$ cat src/rtl/rez_to_bcd_pkg.sv
// Shared definitions for the two's-complement to BCD converter.
package rez_to_bcd_pkg;

  localparam int unsigned WIDTH_DEF  = 9;
  localparam int unsigned DIGITS_DEF = 3;

  localparam logic [1:0] IDLE  = 2'd0;
  localparam logic [1:0] SHIFT = 2'd1;
  localparam logic [1:0] DONE  = 2'd2;

  localparam logic [3:0] ADD3_THRESH = 4'd5;
  localparam logic [3:0] ADD3_OFFSET = 4'd3;

endpackage

$ cat src/rtl/rez_to_bcd_bcd_add3.sv
// Double-dabble digit corrector: digits of 5 or more get +3 before the shift.
module bcd_add3
  import rez_to_bcd_pkg::*;
(
  input  logic [3:0] d_in,
  output logic [3:0] d_out
);

  always_comb begin
    d_out = d_in;
    if (d_in >= ADD3_THRESH)
      d_out = d_in + ADD3_OFFSET;
  end

endmodule

$ cat src/rtl/rez_to_bcd.sv
// Sequential sign/magnitude BCD converter for the add/subtract stage result,
// one double-dabble step per clock with a start/busy/done handshake.
module rez_to_bcd
  import rez_to_bcd_pkg::*;
#(
  parameter int unsigned WIDTH  = WIDTH_DEF,
  parameter int unsigned DIGITS = DIGITS_DEF
) (
  input  logic                  Clk_in,
  input  logic                  Rst_in,
  input  logic                  Start_in,
  input  logic [WIDTH-1:0]      Rez_in,
  output logic                  Busy_out,
  output logic                  Done_out,
  output logic                  Sign_out,
  output logic [4*DIGITS-1:0]   Bcd_out
);

  localparam int unsigned CNT_W = $clog2(WIDTH);
  localparam int unsigned BCD_W = 4 * DIGITS;
  localparam logic [CNT_W-1:0] CNT_LAST = CNT_W'(WIDTH - 1);

  logic [1:0]       state;
  logic [CNT_W-1:0] cnt;
  logic             sign_r;
  logic [WIDTH-1:0] mag;
  logic [BCD_W-1:0] bcd;
  logic [BCD_W-1:0] bcd_corr;
  logic [BCD_W-1:0] bcd_next;
  logic [WIDTH-1:0] mag_next;
  logic             accept;

  for (genvar g = 0; g < DIGITS; g++) begin : g_digit
    bcd_add3 u_add3 (
      .d_in  (bcd[4*g +: 4]),
      .d_out (bcd_corr[4*g +: 4])
    );
  end

  // Correct all digits first, then shift {bcd, mag} left by one.
  always_comb begin
    bcd_next = {bcd_corr[BCD_W-2:0], mag[WIDTH-1]};
    mag_next = {mag[WIDTH-2:0], 1'b0};
  end

  assign accept = Start_in && ((state == IDLE) || (state == DONE));

  always_ff @(posedge Clk_in) begin
    if (Rst_in) begin
      state    <= IDLE;
      cnt      <= '0;
      sign_r   <= 1'b0;
      mag      <= '0;
      bcd      <= '0;
      Busy_out <= 1'b0;
      Done_out <= 1'b0;
      Sign_out <= 1'b0;
      Bcd_out  <= '0;
    end else begin
      Done_out <= 1'b0;
      case (state)
        IDLE, DONE: begin
          if (accept) begin
            sign_r   <= Rez_in[WIDTH-1];
            mag      <= Rez_in[WIDTH-1] ? (~Rez_in + 1'b1) : Rez_in;
            bcd      <= '0;
            cnt      <= '0;
            Busy_out <= 1'b1;
            state    <= SHIFT;
          end else begin
            state <= IDLE;
          end
        end
        SHIFT: begin
          bcd <= bcd_next;
          mag <= mag_next;
          cnt <= cnt + 1'b1;
          if (cnt == CNT_LAST) begin
            Bcd_out  <= bcd_next;
            Sign_out <= sign_r;
            Done_out <= 1'b1;
            Busy_out <= 1'b0;
            state    <= DONE;
          end
        end
        default: begin
          state    <= IDLE;
          Busy_out <= 1'b0;
        end
      endcase
    end
  end

endmodule

$ cat config.mk
export PLATFORM = sky130hd
export DESIGN_NAME = rez_to_bcd
export DESIGN_NICKNAME = d
export VERILOG_FILES = /design/src/rtl/rez_to_bcd_pkg.sv /design/src/rtl/rez_to_bcd_bcd_add3.sv /design/src/rtl/rez_to_bcd.sv
export SDC_FILE = /design/constraint.sdc
export NUM_CORES = 1
export LEC_CHECK = 0
export ABC_CLOCK_PERIOD_IN_PS = 3650
export BUFFER_PORTS_ARGS = -buffer_cell sky130_fd_sc_hd__buf_4
export CAP_MARGIN = 25
export CELL_PAD_IN_SITES_DETAIL_PLACEMENT = 0
export CELL_PAD_IN_SITES_GLOBAL_PLACEMENT = 1
export CORE_MARGIN = 2
export CORE_UTILIZATION = 46
export DETAILED_ROUTE_END_ITERATION = 16
export GPL_ROUTABILITY_DRIVEN = 0
export PLACE_DENSITY_LB_ADDON = 0.1
export SLEW_MARGIN = 30
export SYNTH_ARGS = -nofsm -noshare
export SYNTH_HDL_FRONTEND = slang
export SYNTH_SLANG_ARGS = --single-unit
$ cat constraint.sdc
create_clock -name Clk_in -period 3.65 [get_ports Clk_in]
set_clock_uncertainty 0.1 [all_clocks]
set_input_delay 0.73 -clock Clk_in [delete_from_list [all_inputs] [get_ports Clk_in]]
set_output_delay 0.73 -clock Clk_in [all_outputs]
set_load 0.02 [all_outputs]
# Yosys cells after proc, flatten, opt, wreduce, memory -nomap -nowiden
# Cells that the tools add are included.
word_totals:
  register_bits: 43
  output_inout_bits: 15
  elab_cells: 51
classes:
  add_sub_neg: 5
  order_cmp: 3
  eq_ne: 5
  mux: 17
  n_bitwise: 2
  reduce_logical: 10
ops:
  columns: ["operator", "n"]
  rows:
  - ["one-hot mux 12 bit (2 select lines)", 1]
  - ["two-way mux 9 bit", 2]
  - ["one-hot mux 9 bit (2 select lines)", 1]
  - ["greater-or-equal comparator 4 x 3 -> 1 bit (second input constant)", 3]
  - ["two-way mux 12 bit", 1]
  - ["two-way mux 4 bit", 3]
  - ["adder 9 x 1 -> 9 bit (second input constant)", 1]
  - ["NOT 9 bit", 1]
  - ["adder 4 x 2 -> 4 bit (second input constant)", 2]
  - ["one-hot mux 4 bit (2 select lines)", 1]
  - ["AND reduction 2 bit", 4]
  - ["adder 4 x 1 -> 4 bit (second input constant)", 1]
  - ["== test 4 bit (second input constant)", 1]
  - ["two-way mux 1 bit", 4]
  - ["!= test 2 bit (second input constant)", 2]
  - ["one-hot mux 2 bit (2 select lines)", 1]
  - ["OR reduction 2 bit", 2]
  - ["adder 3 x 2 -> 3 bit (second input constant)", 1]
  - ["two-way mux 3 bit", 1]
  - ["== test 2 x 1 -> 1 bit (second input constant)", 1]
  - ["== test 2 bit (second input constant)", 1]
  - ["zero test 2 bit", 1]
  - ["two-way mux 2 bit", 1]
  - ["one-hot mux 1 bit (2 select lines)", 1]
  - ["4 further kinds", 4]

# Longest topological paths before layout
# Gate-level depths: netlist (run 1).
logic_depth:
  ltp_word: 5
  ltp_mapped: 7
  ltp_nobuf: 6

# Cells and area by module
# A second synthesis (run 1) with hierarchy kept.
unflattened:
  cells_unflattened: 249
  area_unflattened_um2: 2035.7
by_module_without_submodules:
  columns: ["mod", "n_inst", "cells_each", "area_each_um2", "seq_area_each_um2"]
  rows:
  - ["rez_to_bcd", 1, 201, 1731.7, 860.8]
  - ["bcd_add3", 3, 16, 101.3, 0.0]

# Worst setup path after synthesis (run 1)
# No wires, ideal clock.
synth_path:
  path_type: "in2reg"
  from: "input port Rez_in[5]"
  to: "register mag[6]"
  setup_time_ps: 103
  arrival_ps: 1684
  path_slack_ps: 1762
  cell_stages: 4
  n_path_buf: 0
  path_cell_list: "nor4_1 > a21boi_1 > xnor2_1 > a2111oi_2"
synth_between:
  elab_chain_len: 5
synth_lines:
  columns: ["element", "line", "source"]
  rows:
  - ["start, declared", "rez_to_bcd.sv:12", "input logic [WIDTH-1:0] Rez_in,"]
  - ["NOT 9 bit", "rez_to_bcd.sv:65", "mag <= Rez_in[WIDTH-1] ? (~Rez_in + 1'b1) : Rez_in;"]
  - ["adder 9 x 1 -> 9 bit", "rez_to_bcd.sv:65", null]
  - ["two-way mux 9 bit", "rez_to_bcd.sv:65", null]
  - ["two-way mux 9 bit", "rez_to_bcd.sv:63", "if (accept) begin"]
  - ["one-hot mux 9 bit (2 select lines)", "rez_to_bcd.sv:61", "case (state)"]
  - ["end signal, assigned", "rez_to_bcd.sv:65", null]
  - ["end signal, assigned", "rez_to_bcd.sv:76", "mag <= mag_next;"]
  - ["end, declared", "rez_to_bcd.sv:26", "logic [WIDTH-1:0] mag;"]
# No other way between the ends. The select of a mux whose other input is x is not followed.
# A chain may end at the register's enable or synchronous reset.

# Worst setup path in the final report (run 1)
layout_path:
  from: "input port Start_in"
  to: "register mag[2]"
layout_between:
  elab_chain_len: 3
layout_lines:
  columns: ["element", "line", "source"]
  rows:
  - ["start, declared", "rez_to_bcd.sv:11", "input logic Start_in,"]
  - ["logical AND 1 bit", "rez_to_bcd.sv:46", "assign accept = Start_in && ((state == IDLE) || (state == DONE));"]
  - ["!= test 2 bit (no source line)", null, null]
  - ["AND reduction 2 bit (no source line)", null, null]
# No other way between the ends.

==> results of run 1 <==
-- worst max path at each step --
stage                         start  depth (start not counted)      to
final                      Start_in                          6  mag[2]
after global routing       Start_in                          6  mag[2]
after CTS                  Start_in                          6  mag[2]
after detailed placement   Start_in                          6  mag[2]
after global placement     Start_in                          6  mag[5]
after floorplan           Rez_in[5]                          4  mag[6]
-- cells in the mapped netlist (all sizes together) (7+ instances only) --
master  number  area, µm²
ha           9        113
o21ai       17       85.1
a22oi        8       60.1
dfxtp       43        861
buf          8       45.0
xnor2        7       61.3
nand2b      14       90.1
o22ai        9       56.3
a21oi       22        110
nor2        17       73.8
inv         12       45.0
-- worst max-delay path, cell delays in order --
cell and delay, ps:
buf_4 120, nor2b_1 120, buf_4 190, nor2_2 480, a22oi_1 180, a21oi_1 180
-- power breakdown --
part           total [mW]  switching (mW)  internal (mW)
combinational      0.0916          0.0549         0.0367
sequential          0.489         0.00831          0.481
clock               0.289           0.154          0.134
-- layout make-up --
| type | count | share of cell area [%] |
|---|---|---|
| Clock buffer | 7 | 3.23 |
| Clock inverter | 1 | 0.212 |
| Inverter | 12 | 1.91 |
| Multi-Input combinational cell | 167 | 46.8 |
| Sequential cell | 43 | 36.5 |
| Tap cell | 52 | 2.76 |
| Timing Repair Buffer | 27 | 8.59 |
-- registers in the layout, summed over array words and instances, names as in the netlist --
name      cells
Busy_out      1
Sign_out      1
Bcd_out      12
sign_r        1
mag           9
Done_out      1
state         2
cnt           4
bcd          12
-- through the flow --
stage	setup slack (ps)	std cells	instance area (µm²)	utilization [%]	power, mW
6_report	1770	309	2360	54.2	0.870
5_1_grt	1620	309	2360	54.2	0.908
4_1_cts	1750	309	2360	54.2	0.880
3_5_place_dp	1470	301	2280	52.4	0.593
3_3_place_gp	1490	301	2280	52.4	0.593
2_1_floorplan	1760	236	2080	-	0.564
-- cell usage in the layout, fill, tap and decap left out, types with 7 or more instances in the layout --
cell / n
dfxtp_1: 43
buf_4: 27
o22ai_1: 9
a22oi_1: 8
o21ai_0: 17
ha_1: 9
nor2_1: 15
xnor2_1: 7
a21oi_1: 22
nand2b_1: 13
inv_1: 12
-- cells by family (layout without fill, tap and decap cells) --
group	count (synthesis)	in the layout	share of synthesized area (%)
adder cells (fa/ha/maj)	9	9	5.42
multiplexers	7	7	3.61
flip-flops	43	43	41.4
XOR/XNOR	8	8	3.37
AO/OA/AOI/OAI	69	69	20.1
buffers and inverters	26	47	5.41
AND/OR/NAND/NOR	74	74	20.7
-- layer usage --
layer / part of all wire [%] / vias up
li1: - / 883
met1: 47 / 787
met2: 48 / 30
met3: 3.5 / 6
met4: 0.88 / 0
met5: 0 / -
==> results.cfg, run 1 <==
[synthesis]
synth.yosys.seq_area_share_pct = 41.4
postSynthAreaPerCell_um2 = 8.81
synth_edf_count = 0
synthCells = 236
syn-num-nets = 257
yosysWarnings = 0
synthesis.area_um2 = 2080
ys_async_sr_fraction_pct = 0
synth_ff_type = dfxtp_1
ys_types = 41
ys_ff_latch = 43

[global_routing]
antenna_found_initial = 0
grt_max_degree = 47
grt_util_met1_pct = 23.3
grt_pass1_wl_mm = 7.41
grt_overflow_total = 0
met2_usage_pct = 31.6
grtUsageMet3_pct = 3.66
grt_pass1_vias = 1621
grt_use_total_pct = 18.2
gr-max-usage-layer = met2

[route]
drt-vias-per-instance = 5.52
num_vias = 1706
ant_nets = 0
drt_iter0_drc = 76
avgRoutedWirePerCell_um = 14.1
wirelength_mm = 4.34
dr.pass1.iters = 6
drc = 0

[clocking]
hold_buffers = 0
post_cts_resized = 0
cts_tree = yes
cts_max_level = 2
cts_root_buf = clkbuf_8
clock_latency_ps = 290
postCtsSetupBuffers = 0
cts.sinks = 43
cts.clk_slew.worst_paths_ps = 80
cts_inserted_buffers = 5
cts_buffer_depth = 2

[cells_and_area]
layout-drive-gt1-share_pct = 16.3
seqCellArea_um2 = 861
fill_cells = 428
syn_to_final_growth_pct = 13.5
layout.nets = 277
diodes = 0
multi_input_area_um2 = 1110

[power]
p_per_area_nw_per_um2 = 368
p_leak_nw = 0.853
vdd_ir_drop_max_mv = 0.234

[hold_path]
hold_class = reg -> reg
min_from = sign_r
hold_depth = 2
whs_endpoint = sign_r

[outcome]
status = finished, final reports clean

[timing]
fmax_mhz = 531
rsz0062_at_grt = false
hold_viol = 0
slew_viol_final = 0
finalCritPeriodShare_pct = 51.6
max_slew_margin_pct = 59.9
fin_worst_hold_slack_ps = 358
setup_violations = 0
finalSetupTns_ps = 0
worstMarginPinSlew_ps = 601
period_needed_ps = 1880

[die]
die_height_um = 71.2
initial_utilization_pct = 47.8
num_rows = 24
dieArea_um2 = 5070
core-area_um2 = 4350
die_w_um = 71.2
io_pins = 27

[worst_setup_path]
cp.arrival_ps = 2000
reg2reg_depth = 6
cp-start-kind = primary input
ff2ff_setup_slack_ps = 1860
path_class = in -> reg
timing.rr.start = cnt[0]
required_ps = 3770
endpoint_kind = flop
crit_fanout = 15
r2r-end = Bcd_out[8]

[placement]
port_buffers = 26
hpwl_mm = 2.89

[flow_run]
cap_violations = 0
Note: power is estimated with default switching activity, not from simulation.
==> inputs of run 2 (changes only) <==
--- a/config.mk
+++ b/config.mk
@@ -5,13 +5,14 @@
 export SDC_FILE = /design/constraint.sdc
 export NUM_CORES = 1
 export LEC_CHECK = 0
-export ABC_CLOCK_PERIOD_IN_PS = 3650
+export ABC_AREA = 1
+export ABC_CLOCK_PERIOD_IN_PS = 1920
 export BUFFER_PORTS_ARGS = -buffer_cell sky130_fd_sc_hd__buf_4
 export CAP_MARGIN = 25
 export CELL_PAD_IN_SITES_DETAIL_PLACEMENT = 0
 export CELL_PAD_IN_SITES_GLOBAL_PLACEMENT = 1
 export CORE_MARGIN = 2
-export CORE_UTILIZATION = 46
+export CORE_UTILIZATION = 41
 export DETAILED_ROUTE_END_ITERATION = 16
 export GPL_ROUTABILITY_DRIVEN = 0
 export PLACE_DENSITY_LB_ADDON = 0.1
==> constraint.sdc (replaced) <==
create_clock -name Clk_in -period 1.92 [get_ports Clk_in]
set_clock_uncertainty 0.1 [all_clocks]
set_input_delay 0.384 -clock Clk_in [delete_from_list [all_inputs] [get_ports Clk_in]]
set_output_delay 0.384 -clock Clk_in [all_outputs]
set_load 0.02 [all_outputs]
==> run 2 against run 1 <==
Sequential power increased by 90%. Critical path depth is 1 higher. Worst hold slack got worse by 100 ps. Synthesized area grew 6.5%. Flip-flop and latch count unchanged. Total power up 130%. Setup slack worse by 1400 ps. Critical endpoint is now bcd[8]. Largest power group unchanged.
==> results.cfg, run 2 <==
[worst_setup_path]
cp-start-kind = flop
required_ps = 2060
crit_fanout = 5
cp.arrival_ps = 1680
cpMaxStageDelayCell = dfxtp_1
crit_chain = inv_1 -> ha_1 -> nor2_1 -> nor2_1 -> a21oi_1 -> nand2_1 -> a21oi_2
endpoint_kind = flop
critical_path.top_delay_family = flip-flops
cp_slowest_stage_delay_ps = 390
crit_buf_inv = 1
cp_common_cell = nor2_1
path_class = reg -> reg

[clocking]
cts.clk_slew.worst_paths_ps = 90
clock_latency_ps = 300
cts_max_level = 2
cts_root_buf = clkbuf_8
cts_buffer_depth = 2
postCtsSetupBuffers = 0
cts.sinks = 43
post_cts_resized = 0
cts_inserted_buffers = 5
cts_tree = yes
hold_buffers = 0

[route]
avgRoutedWirePerCell_um = 12.2
num_vias = 1973
dr.pass1.iters = 4
wirelength_mm = 4.94
drc = 0
drt_iter0_drc = 73
drt-vias-per-instance = 4.87
ant_nets = 0

[die]
io_pins = 27
num_rows = 26
core-area_um2 = 5170
dieArea_um2 = 6010
die_w_um = 77.5
die_height_um = 77.5
initial_utilization_pct = 42.8

[synthesis]
ys_types = 30
netlist_top_cells_area = dfxtp_1 39%, nand2_1 10%, nand3_1 8.1%
synth.most_common_cell = nand2_1
postSynthAreaPerCell_um2 = 7.19
ys_ff_latch = 43
synthCells = 308
synth_edf_count = 0
syn-num-nets = 329
yosysWarnings = 0
synth_top_area_cell = dfxtp_1
synth.yosys.seq_area_share_pct = 38.9
ys_async_sr_fraction_pct = 0
synth_ff_type = dfxtp_1
synthesis.area_um2 = 2210
synthTopCellsByCount = 61 x nand2_1, 45 x inv_1, 43 x dfxtp_1, 36 x nand3_1, 22 x nor2_1
synth_top_area_share_pct = 38.9

[global_routing]
grt_pass1_wl_mm = 8.59
grt_overflow_total = 0
antenna_found_initial = 0
grt_pass1_vias = 1930
grt_max_degree = 25
grt_use_total_pct = 17.7

[timing]
fin_worst_hold_slack_ps = 255
worstMarginPinSlew_ps = 346
max_slew_margin_pct = 76.9
rsz0062_at_grt = false
slew_viol_final = 0
period_needed_ps = 1540
finalCritPeriodShare_pct = 80.4
hold_viol = 0
finalSetupTns_ps = 0
fmax_mhz = 648
setup_violations = 0

[cells_and_area]
layout.nets = 355
syn_to_final_growth_pct = 16.4
fin_area_um2 = 2580
final_common_cell = nand2_1
diodes = 0
top_regs = Bcd_out x12, bcd x12, mag x9
mostFrequentLayoutCells = 61 x nand2_1, 45 x inv_1, 43 x dfxtp_1
layout-drive-gt1-share_pct = 19.1

[hold_path]
hold_class = in -> reg

[placement]
port_buffers = 26
hpwl_mm = 3.54
post_dp_cell_area_um2 = 2450

[flow_run]
cap_violations = 0

[outcome]
status = finished, final reports clean

[power]
p_leak_nw = 1.15
vdd_ir_drop_max_mv = 0.399
p_per_area_nw_per_um2 = 760
## run 2: cell types whose count changed after synthesis, moves of 7 or more
cell	previous run	this run
nand2_1	6	61
inv_1	12	45
nand3_1	6	36
nand2b_1	13	0
a21oi_2	0	8
a22oi_1	8	0
nand2_2	0	8
nor2_1	15	22
xnor2_1	7	0
## run 2: layer usage
metal,wire [µm],global-route usage (%),part of all wire (%),vias to the layer above
met1,2430,22.3,49,887
met5,0,0,0,-
met3,188,3.49,3.8,6
met4,53,4.64,1.1,0
li1,-,-,-,1039
met2,2270,31.0,46,41
## run 2: layout make-up
class	count	area, µm²
sequential	43	861
multi-input combinational	204	1080
timing repair buffer	28	210
inverter	52	203
clock buffer	6	72.6
fill	532	2590
tap	70	87.6
clock inverter	2	60.1
## run 2: cells by family (layout without fill, tap and decap cells)
kind of cell / after synthesis / in the layout / synth area share, %
and+or+nand+nor: 136 / 136 / 27.9
buffers and inverters: 61 / 88 / 12.1
AOI/OAI and AO/OA: 57 / 57 / 15.2
DFF: 43 / 43 / 38.9
adders and majority gates: 9 / 9 / 5.08
xor gates and xnor gates: 2 / 2 / 0.791
## run 2: power breakdown
part | total (mW) | switching (mW) | internal [mW]
sequential | 0.927 | 0.0130 | 0.914
clock | 0.840 | 0.320 | 0.520
combinational | 0.193 | 0.129 | 0.0645
total | 1.96 | 0.462 | 1.50
## run 2: path summary, 6_finish.rpt
| kind | start | slack [ps] | cells after the start | to |
|---|---|---|---|---|
| setup / recovery | bcd[4] | 380 | 7 | bcd[8] |
| hold / removal | Rez_in[0] | 260 | 3 | mag[0] |
| setup reg to reg | bcd[4] | 380 | 7 | bcd[8] |
| hold reg to reg | mag[0] | 370 | 2 | mag[0] |
## run 2: worst min-delay path: stages
cell and delay, ps:
buf_4 110, nand2_1 50, a21oi_1 50
## run 2: metrics by stage
step	std cells	power (mW)	util (%)	setup WS [ps]
floorplan	308	1.09	-	524
global placement	397	1.14	47.3	374
detailed placement	397	1.14	47.3	394
CTS	405	1.98	49.9	373
global route	405	2.04	49.9	204
finish	405	1.96	49.9	377
==> inputs of run 3 (changes only) <==
--- a/config.mk
+++ b/config.mk
@@ -6,13 +6,13 @@
 export NUM_CORES = 1
 export LEC_CHECK = 0
 export ABC_AREA = 1
-export ABC_CLOCK_PERIOD_IN_PS = 1920
+export ABC_CLOCK_PERIOD_IN_PS = 1300
 export BUFFER_PORTS_ARGS = -buffer_cell sky130_fd_sc_hd__buf_4
 export CAP_MARGIN = 25
 export CELL_PAD_IN_SITES_DETAIL_PLACEMENT = 0
 export CELL_PAD_IN_SITES_GLOBAL_PLACEMENT = 1
 export CORE_MARGIN = 2
-export CORE_UTILIZATION = 41
+export CORE_UTILIZATION = 37
 export DETAILED_ROUTE_END_ITERATION = 16
 export GPL_ROUTABILITY_DRIVEN = 0
 export PLACE_DENSITY_LB_ADDON = 0.1
==> constraint.sdc (replaced) <==
create_clock -name Clk_in -period 1.3 [get_ports Clk_in]
set_clock_uncertainty 0.1 [all_clocks]
set_input_delay 0.26 -clock Clk_in [delete_from_list [all_inputs] [get_ports Clk_in]]
set_output_delay 0.26 -clock Clk_in [all_outputs]
set_load 0.02 [all_outputs]
==> run 3 against run 2 <==
Sequential share of layout area down 5.2 points. Largest cell class unchanged. Die area up 10%. Global-route usage up 0.84 points. Setup slack worse by 420 ps. Total power up 30%. Routed wire length up 13%. The flow now finishes with violations (setup timing). Core utilization up 3.1 points. Combinational power up 100%.
==> results.cfg, run 3 (synthesis gave the netlist of run 2 again) <==
[outcome]
status = complete, but fails checks
violations = setup timing

[power]
p_leak_nw = 1.36
finalPower_mw = 2.55
p_per_area_nw_per_um2 = 823
vdd_ir_drop_max_mv = 0.434

[clocking]
cts.sinks = 43
cts_max_level = 2
cts_root_buf = clkbuf_8
cts.clk_slew.worst_paths_ps = 70
cts_inserted_buffers = 5
cts_buffer_depth = 2
clock_latency_ps = 300
cts_tree = yes

[hold_path]
hold_class = in -> reg
whs_endpoint = mag[0]
min_from = Rez_in[0]
hold_depth = 3

[worst_setup_path]
path_class = reg -> reg
cp.arrival_ps = 1480
required_ps = 1430
crit_buf_inv = 2
cp-start-kind = flop
r2r-end = bcd[5]
crit_fanout = 4
ff2ff_setup_slack_ps = -50
reg2reg_depth = 9
endpoint_kind = flop
crit_chain = inv_4 -> ha_2 -> nand2_2 -> nand2_2 -> nor2_4 -> inv_2 -> nand2_2 -> nand3_2 -> a21oi_2
critical_path.top_delay_family = simple AND/OR/NAND/NOR gates
cp_common_cell = nand2_2
cp_slowest_stage_delay_ps = 360
timing.rr.start = bcd[5]
cpMaxStageDelayCell = dfxtp_2

[route]
drt-vias-per-instance = 4.74
ant_nets = 0
drc = 0
dr.pass1.iters = 4
avgRoutedWirePerCell_um = 12.6
drt_iter0_drc = 67
wirelength_mm = 5.58
num_vias = 2090

[timing]
hold_viol = 0
period_needed_ps = 1350
finalSetupTns_ps = -136
finalCritPeriodShare_pct = 103
max_slew_margin_pct = 84.2
slew_viol_final = 0
setup_violations = 4
rsz0062_at_grt = true
worstMarginPinSlew_ps = 235
fmax_mhz = 743
fin_ws_ps = -45.1

[cells_and_area]
final_common_cell = buf_4
layout-drive-gt1-share_pct = 42.6
diodes = 0
mostFrequentLayoutCells = 55 x buf_4, 49 x nand2_1, 35 x dfxtp_1
top_regs = Bcd_out x12, bcd x12, mag x9
layout.nets = 388
fin_cells = 441
fin_util_pct = 53.0
syn_to_final_growth_pct = 40.0

[global_routing]
grt_pass1_wl_mm = 9.28
grt_max_degree = 17
grt_pass1_vias = 2045
grt_use_total_pct = 18.6
grt_overflow_total = 0
antenna_found_initial = 0

[flow_run]
cap_violations = 0

[die]
die_w_um = 81.4
core-area_um2 = 5850
initial_utilization_pct = 37.9
die_height_um = 81.4
dieArea_um2 = 6620
num_rows = 28
io_pins = 27

[placement]
port_buffers = 26
place_ws_ps = -81.3
hpwl_mm = 3.86
dp_cells = 433
==> run 3: changes by cell type in the layout (fill, tap and decap cells not counted), moves of 10 or more <==
cell | previous run | this run
nand2_1 | 61 | 49
buf_4 | 28 | 55
nand3_1 | 36 | 25
nand2_2 | 8 | 18
inv_1 | 45 | 34
==> run 3: where the power goes <==
group	internal [mW]	switching (mW)
Clock	0.359	0.439
Combinational	0.170	0.220
Sequential	1.35	0.0159
Total	1.88	0.674
==> run 3: worst max path at each step <==
stage | from | endpoint | slack (ps) | cells past startpoint
2_1_floorplan | bcd[1] | bcd[3] | -30 | 6
3_3_place_gp | bcd[0] | bcd[3] | -70 | 6
3_5_place_dp | bcd[0] | bcd[3] | -80 | 6
4_1_cts | bcd[4] | bcd[7] | -40 | 6
5_1_grt | bcd[5] | bcd[5] | -110 | 9
6_report | bcd[5] | bcd[5] | -50 | 9
==> run 3: metal layers <==
metal / vias to the layer above / GRT usage, % / part of all wire, %
met5: - / 0 / 0
met4: 0 / 7.46 / 2.2
met3: 9 / 3.89 / 3.8
met2: 38 / 31.7 / 48
met1: 941 / 22.7 / 46
li1: 1102 / - / -
==> run 3: cell type report <==
class                           instances  area, µm²
Tap cell                               75       93.8
Clock buffer                            6       72.6
Inverter                               52        218
Fill cell                             582       2750
Sequential cell                        43        873
Multi-Input combinational cell        204       1340
Timing Repair Buffer                   61        507
==> run 3: metrics by stage <==
| step | hold WS (ps) | instance area, µm² |
|---|---|---|
| detailed placement | 358 | 2760 |
| finish | 128 | 3100 |
| floorplan | 307 | 2250 |
| global placement | 359 | 2760 |
| CTS | 124 | 2980 |
| global route | 159 | 3100 |
==> run 3: worst register-to-register path, cell delays in order (launching register included) <==
cell     delay [ps]
dfxtp_2         360
inv_4            50
ha_2            170
nand2_2          70
nand2_2          60
nor2_4          140
inv_2            80
nand2_2          80
nand3_2          70
a21oi_2         110
==> run 3: repair_timing <==
action,in CTS,in global routing
pin swaps,16,29
endpoints found under the setup margin,23,31
hold buffers,0,0
gates resized for setup,40,38
setup buffers,3,0
